### src/rtl/fifo_pkg.sv
// Shared default geometry for the byte FIFO and its storage array.
package fifo_pkg;
  localparam int unsigned FIFO_DATA_W = 8;
  localparam int unsigned FIFO_ADDR_W = 4;
endpackage : fifo_pkg

### src/rtl/fifo_mem.sv
// Simple dual-port register array: synchronous write, combinational read, no reset.
module fifo_mem
  import fifo_pkg::*;
#(
  parameter int unsigned DATA_W = FIFO_DATA_W,
  parameter int unsigned ADDR_W = FIFO_ADDR_W
) (
  input  logic              clk,
  input  logic              we_i,
  input  logic [ADDR_W-1:0] waddr_i,
  input  logic [DATA_W-1:0] wdata_i,
  input  logic [ADDR_W-1:0] raddr_i,
  output logic [DATA_W-1:0] rdata_o
);

  localparam int unsigned DEPTH = 2 ** ADDR_W;

  logic [DATA_W-1:0] mem_q [DEPTH];

  always_ff @(posedge clk) begin
    if (we_i) begin
      mem_q[waddr_i] <= wdata_i;
    end
  end

  assign rdata_o = mem_q[raddr_i];

endmodule : fifo_mem

### src/rtl/sync_byte_fifo.sv
// Single-clock byte FIFO; pointers carry an extra wrap bit so full and empty
// are distinguishable without an occupancy counter.
module sync_byte_fifo
  import fifo_pkg::*;
#(
  parameter int unsigned DATA_W = FIFO_DATA_W,
  parameter int unsigned ADDR_W = FIFO_ADDR_W
) (
  output logic [DATA_W-1:0] rdata,
  input  logic [DATA_W-1:0] wdata,
  input  logic              winc,
  input  logic              clk,
  input  logic              rst_n,
  input  logic              rinc,
  output logic              wfull,
  output logic              rempty
);

  localparam int unsigned PTR_W = ADDR_W + 1;

  logic [PTR_W-1:0]  wptr_q, wptr_d;
  logic [PTR_W-1:0]  rptr_q, rptr_d;
  logic [DATA_W-1:0] rdata_q, rdata_d;
  logic [DATA_W-1:0] mem_rdata;
  logic              we;
  logic              re;

  assign rempty = (wptr_q == rptr_q);
  assign wfull  = (wptr_q[ADDR_W-1:0] == rptr_q[ADDR_W-1:0]) &&
                  (wptr_q[ADDR_W] != rptr_q[ADDR_W]);

  // Requests against the wrong flag are silently dropped.
  assign we = winc & ~wfull;
  assign re = rinc & ~rempty;

  fifo_mem #(
    .DATA_W (DATA_W),
    .ADDR_W (ADDR_W)
  ) u_mem (
    .clk     (clk),
    .we_i    (we),
    .waddr_i (wptr_q[ADDR_W-1:0]),
    .wdata_i (wdata),
    .raddr_i (rptr_q[ADDR_W-1:0]),
    .rdata_o (mem_rdata)
  );

  always_comb begin
    wptr_d  = wptr_q;
    rptr_d  = rptr_q;
    rdata_d = rdata_q;
    if (we) begin
      wptr_d = wptr_q + PTR_W'(1);
    end
    if (re) begin
      rptr_d  = rptr_q + PTR_W'(1);
      rdata_d = mem_rdata;
    end
  end

  always_ff @(posedge clk or negedge rst_n) begin
    if (!rst_n) begin
      wptr_q  <= '0;
      rptr_q  <= '0;
      rdata_q <= '0;
    end else begin
      wptr_q  <= wptr_d;
      rptr_q  <= rptr_d;
      rdata_q <= rdata_d;
    end
  end

  assign rdata = rdata_q;

endmodule : sync_byte_fifo

### config.mk
export PLATFORM = sky130hd
export DESIGN_NAME = sync_byte_fifo
export DESIGN_NICKNAME = d
export VERILOG_FILES = /design/src/rtl/fifo_pkg.sv /design/src/rtl/fifo_mem.sv /design/src/rtl/sync_byte_fifo.sv
export SDC_FILE = /design/constraint.sdc
export NUM_CORES = 1
export LEC_CHECK = 0
export CORE_UTILIZATION = 51
export CTS_CLUSTER_SIZE = 16
export DETAILED_ROUTE_END_ITERATION = 8
export PLACE_DENSITY = 0.75
export SYNTH_ARGS = -nofsm -noshare
export SYNTH_HDL_FRONTEND = slang
export SYNTH_SLANG_ARGS = --single-unit
### constraint.sdc
create_clock -name clk -period 3.6 [get_ports clk]
set_input_delay 0.54 -clock clk [delete_from_list [all_inputs] [get_ports clk]]
set_output_delay 0.54 -clock clk [all_outputs]
set_load 0.05 [all_outputs]
==> flow_metrics.env, run 1 <==
export IMPL_yosys_area_share_simple_pct=3.64
export IMPL_rsz0062_at_grt="no"
export IMPL_portBuffers=21
export IMPL_core_area_mm2=0.0111
export IMPL_ant_nets=0
export IMPL_ys_seq_elements=146
export IMPL_tns_ps=0
export IMPL_rows=38
export IMPL_arrival_ps=2340
export IMPL_max_cap_violations=0
export IMPL_h_tree_depth=4
export IMPL_min_period_ps=2880
export IMPL_vias=2780
export IMPL_synth_flop_cell="edfxtp_1"
export IMPL_clock_latency_ps=410
export IMPL_grt_max_degree=36
export IMPL_grt_pass1_wl_um=16900
export IMPL_final_cell_mix="edfxtp_1, mux4_2, clkdlybuf4s50_1"
export IMPL_dieArea_mm2=0.0120
export IMPL_cts_buffers=17
export IMPL_maxClockFrequency_mhz=347
export IMPL_critPathMaxFanout=10
export IMPL_min_from="rdata[6]"
export IMPL_start_util_pct=53.3
export IMPL_first_iter_violations=236
export IMPL_synth_nets=302
export IMPL_synth_cells=285
export IMPL_postSynth_asyncResetShare_pct=12.3
export IMPL_io_pins=22
export IMPL_layout_commonest_cell="edfxtp_1"
export IMPL_ctsResizeCount=0
export IMPL_drive_above_1_share_pct=19.9
export IMPL_synth_compound_area_share_pct=3.24
export IMPL_place_congestion=0.774
export IMPL_totalWireLength_um=11300
export IMPL_cp_required_ps=3060
export IMPL_die_y_um=110
export IMPL_firstDrtPassIters=4
export IMPL_routedWlPerCell_um=24.1
export IMPL_multi_input_area_mm2=0.00149
export IMPL_syn_avg_cell_area_um2=20.7
export IMPL_n_antenna_cell=0
export IMPL_nets=332
export IMPL_run_status="finished clean"
export IMPL_holdPathEnd="rdata[6]"
export IMPL_max_slew_margin_pct=34.3
export IMPL_grt_use_total_pct=21.3
export IMPL_grt_overflow=0
export IMPL_die_w_um=110
export IMPL_synth_top_family_by_area="multiplexers"
export IMPL_synthMuxAreaShare_pct=15.3
export IMPL_whs_path_depth=1
export IMPL_cts_root_buf="clkbuf_16"
export IMPL_drv_slew=0
export IMPL_post_cts_setup_buffers=0
export IMPL_reg2regPathDepth=5
export IMPL_pwr_density_cell_mw_per_mm2=851
export IMPL_register_area_mm2=0.00430
export IMPL_ir_drop_v=0.000754
export IMPL_drcViolationCount=0
export IMPL_holdBufCountCts=0
export IMPL_rrSetupSlack_ps=1250
export IMPL_endpoint_kind="output port"
export IMPL_dp_hpwl_um=6760
export IMPL_fill_cells=744
export IMPL_seq_area_frac_synth_pct=72.7
export IMPL_fin_crit_sh_pct=80.0
export IMPL_yosysUniqueCellTypes=29
export IMPL_worst_pin_slew_ps=982
export IMPL_yosys_area_share_adder_pct=1.06
export IMPL_r2r_end="rdata[6]"
export IMPL_first_global_vias=2881
export IMPL_synth_edf_count=128
export IMPL_critPathLaunchType="flop"
export IMPL_crit_type="flop to output port"
export IMPL_ctsLongestPathBuffers=2
export IMPL_area_delta_synth_final_pct=15.0
export IMPL_ys_warn_count=0
export IMPL_cts_clk_slew_worst_paths_ps=50
export IMPL_setup_violations=0
export IMPL_post_drt_via_cell_ratio=5.95
export IMPL_r2r_start="rptr_q[0]"
export IMPL_hold_path_class="flop to flop"
export IMPL_cts_sinks=146
export IMPL_synthXorXnorAreaFrac_pct=2.08
export IMPL_clock_skew_ps=10.2
export IMPL_leakage_nw=2.35
export IMPL_hold_worst_slack_ps=507
export IMPL_hold_viol=0
export IMPL_antenna_found_initial=0
export IMPL_syn_area_mm2=0.00590
export IMPL_cts_tree="done"
## how the worst max path moves through the flow
stage	slack, ps	cells past startpoint	start	end
after floorplan	1430	4	rptr_q[0]	rempty
after CTS	680	4	rptr_q[1]	wfull
after detailed placement	1150	4	rptr_q[1]	wfull
final	720	4	rptr_q[1]	wfull
after global placement	1200	4	wptr_q[0]	rempty
after global routing	600	4	rptr_q[1]	wfull
## area by class of cell
type	count	area share, %
clock inverter	11	2.01
tap	140	2.58
clock buffer	20	6.43
multi-input combinational	122	22.0
sequential	146	63.3
inverter	3	0.166
timing repair buffer	25	3.54
## flip-flops by register name, summed over array words and instances, names as in the netlist
register and count:
rptr_q 5, wptr_q 5, rdata 8, u_mem.mem_q 128
## critical path: stages (launching register included)
cell	delay (ps)
dfrtp_1	470
xnor2_1	290
nand4_4	210
nor2_1	150
clkdlybuf4s50_1	810
## cells in the mapped netlist (2+ instances only)
master	instances	area, um2
a22oi_1	16	120
buf_1	2	7.51
ha_1	5	62.6
mux2_4	9	135
clkbuf_1	4	15.0
edfxtp_1	128	3840
buf_2	2	10.0
and2_1	3	18.8
dfrtp_1	18	450
o211ai_1	4	30.0
xnor2_1	13	114
buf_6	3	33.8
nand2_1	8	30.0
mux4_2	23	518
mux4_1	9	236
o2111ai_1	2	17.5
nor2_1	4	15.0
and3_1	14	87.6
nor2b_1	6	37.5
inv_1	3	11.3
## stage by stage
stage	util, %	setup WS (ps)	cell area [um2]	instances	power [mW]
final	61.3	718	6790	467	5.78
after global placement	56.1	1200	6210	436	4.06
after global routing	61.3	601	6790	467	6.03
after detailed placement	56.1	1150	6210	436	4.09
after floorplan	-	1430	5900	285	3.69
after CTS	61.3	677	6790	467	5.82
## power by group
part | leakage, nW | switching, mW | total [mW] | internal (mW)
clock network | 0.277 | 0.642 | 1.72 | 1.08
logic | 0.699 | 0.997 | 1.80 | 0.804
registers | 1.37 | 0.145 | 2.25 | 2.11
## per-layer routing
metal  wire (um)  GRT usage [%]
met3         776           6.46
met5           0              0
met2        5740           33.4
met1        4600           28.3
met4         148           8.38
## logic make-up after synthesis
group                      count (synthesis)
AOI/OAI and AO/OA                         24
xor gates and xnor gates                  14
adders and majority gates                  5
buffers and inverters                     17
DFF                                      146
muxes                                     42
and+or+nand+nor                           37
Note: power is estimated with default switching activity, not from simulation.
==> run 2: changes to the inputs <==
- clock period: 3.6 -> 2.8 ns (I/O delays scaled with it)
==> flow_metrics.env, run 2 (synthesis gave the netlist of run 1 again) <==
export IMPL_swShare_pct=30.2
export IMPL_clkPwrFrac_pct=31.1
export IMPL_combPwrFrac_pct=31.2
export IMPL_fin_ws_ps=579
export IMPL_die_w_um=110
export IMPL_cts_clk_slew_worst_paths_ps=60
export IMPL_die_y_um=110
export IMPL_cts_tree="done"
export IMPL_area_delta_synth_final_pct=16.8
export IMPL_stdcell_count=470
export IMPL_post_cts_setup_buffers=0
export IMPL_hold_worst_slack_ps=356
export IMPL_maxClockFrequency_mhz=450
export IMPL_grt_use_total_pct=21.5
export IMPL_pwr_density_cell_mw_per_mm2=1120
export IMPL_grt_max_degree=36
export IMPL_post_drt_via_cell_ratio=5.95
export IMPL_first_iter_violations=219
export IMPL_pwr_share_seq_pct=37.7
export IMPL_start_util_pct=53.3
export IMPL_multi_input_area_mm2=0.00149
export IMPL_leakage_nw=2.40
export IMPL_ant_nets=0
export IMPL_io_pins=22
export IMPL_hold_viol=0
export IMPL_p_int_mw=5.41
export IMPL_critPathSlowestCell="dfrtp_1"
export IMPL_p_switching_mw=2.34
export IMPL_firstDrtPassIters=4
export IMPL_ir_drop_v=0.000934
export IMPL_fin_crit_sh_pct=79.3
export IMPL_place_congestion=0.837
export IMPL_cp_slowest_stage_delay_ps=470
export IMPL_dp_hpwl_um=6910
export IMPL_max_cap_violations=0
export IMPL_crit_type="flop to output port"
export IMPL_drive_above_1_share_pct=22.4
export IMPL_min_period_ps=2220
export IMPL_core_area_mm2=0.0111
export IMPL_endpoint_kind="output port"
export IMPL_cp_required_ps=2380
export IMPL_critPathLaunchType="flop"
export IMPL_register_area_mm2=0.00430
export IMPL_dp_cells=438
export IMPL_critPathMaxFanout=10
export IMPL_h_tree_depth=4
export IMPL_setup_violations=0
export IMPL_cts_root_buf="clkbuf_16"
export IMPL_fin_total_pwr_mw=7.74
export IMPL_fill_cells=777
export IMPL_ctsResizeCount=0
export IMPL_rsz0062_at_grt="no"
export IMPL_final_cell_mix="edfxtp_1, mux4_2, clkdlybuf4s50_1"
export IMPL_worst_pin_slew_ps=879
export IMPL_rows=38
export IMPL_nets=334
export IMPL_arrival_ps=1800
export IMPL_first_global_vias=2894
export IMPL_layout_commonest_cell="edfxtp_1"
export IMPL_drcViolationCount=0
export IMPL_vias=2797
export IMPL_routedWlPerCell_um=23.8
export IMPL_path_cells="xnor2_1 -> nand4_4 -> nor2_1 -> buf_12"
export IMPL_tns_ps=0
export IMPL_cts_buffers=17
export IMPL_dieArea_mm2=0.0120
export IMPL_run_status="finished clean"
export IMPL_hold_path_class="primary input to asynchronous set/reset pin"
export IMPL_clock_latency_ps=420
export IMPL_cts_sinks=146
export IMPL_grt_overflow=0
export IMPL_max_slew_margin_pct=41.2
export IMPL_clock_skew_ps=8.62
export IMPL_portBuffers=21
export IMPL_largest_reg_flops=128
export IMPL_grt_pass1_wl_um=17300
export IMPL_n_antenna_cell=0
export IMPL_antenna_found_initial=0
export IMPL_holdBufCountCts=0
export IMPL_ctsLongestPathBuffers=2
export IMPL_drv_slew=0
export IMPL_top_register="u_mem.mem_q"
export IMPL_totalWireLength_um=11200
export IMPL_place_ws_ps=465
## run 2: changes by cell type in the layout (fill, tap and decap cells not counted)
cell,change
buf_12,+3
buf_4,+1
bufinv_16,+2
clkbuf_1,-1
clkbuf_8,+1
clkdlybuf4s50_1,-2
clkinv_1,-3
clkinv_2,+4
inv_6,-2
## run 2: final cells by class
class | instances | area share [%]
multi-input combinational | 122 | 21.6
timing repair buffer | 27 | 4.17
inverter | 3 | 0.163
clock buffer | 20 | 6.48
tap | 140 | 2.54
clock inverter | 12 | 2.72
sequential | 146 | 62.3
## run 2: through the flow
| stage | util, % | cell area (um2) |
|---|---|---|
| 6_report | 62.3 | 6900 |
| 5_1_grt | 62.3 | 6900 |
| 4_1_cts | 62.3 | 6900 |
| 3_5_place_dp | 56.5 | 6260 |
| 3_3_place_gp | 56.5 | 6260 |
| 2_1_floorplan | - | 5900 |
## run 2: per-layer routing
metal	share of wire [%]	wire, um	track usage (%)	up-vias
met4	1.6	180	7.71	0
met2	49	5440	33.5	114
li1	-	-	-	1234
met1	43	4810	29.9	1431
met3	6.8	756	5.33	18
met5	0	0	0	-
## run 2: worst paths after layout
kind                           start           endpoint  slack (ps)  cells after the start
setup reg to reg           wptr_q[2]  u_mem.mem_q[7][7]         590                      4
hold reg to reg             rdata[1]           rdata[1]         520                      1
min in group clk            rdata[1]           rdata[1]         520                      1
hold / removal                 rst_n           rdata[6]         360                      2
setup / recovery           rptr_q[1]              wfull         580                      4
max in group asynchronous      rst_n          rptr_q[0]        2200                      2
## run 2: power by group through the flow
stage	registers (mW)	logic, mW	clock network [mW]
after CTS	2.92	2.43	2.44
after global routing	2.94	2.60	2.53
after floorplan	3.07	1.67	0
final	2.92	2.42	2.41
after global placement	2.94	2.39	0
after detailed placement	2.95	2.41	0
## run 2: critical path: cells and delay by family (launching register included)
family	cells	cell delay (ps)
flip-flops	1	470
XOR/XNOR	1	290
AND/OR/NAND/NOR	2	470
buffers and inverters	1	170
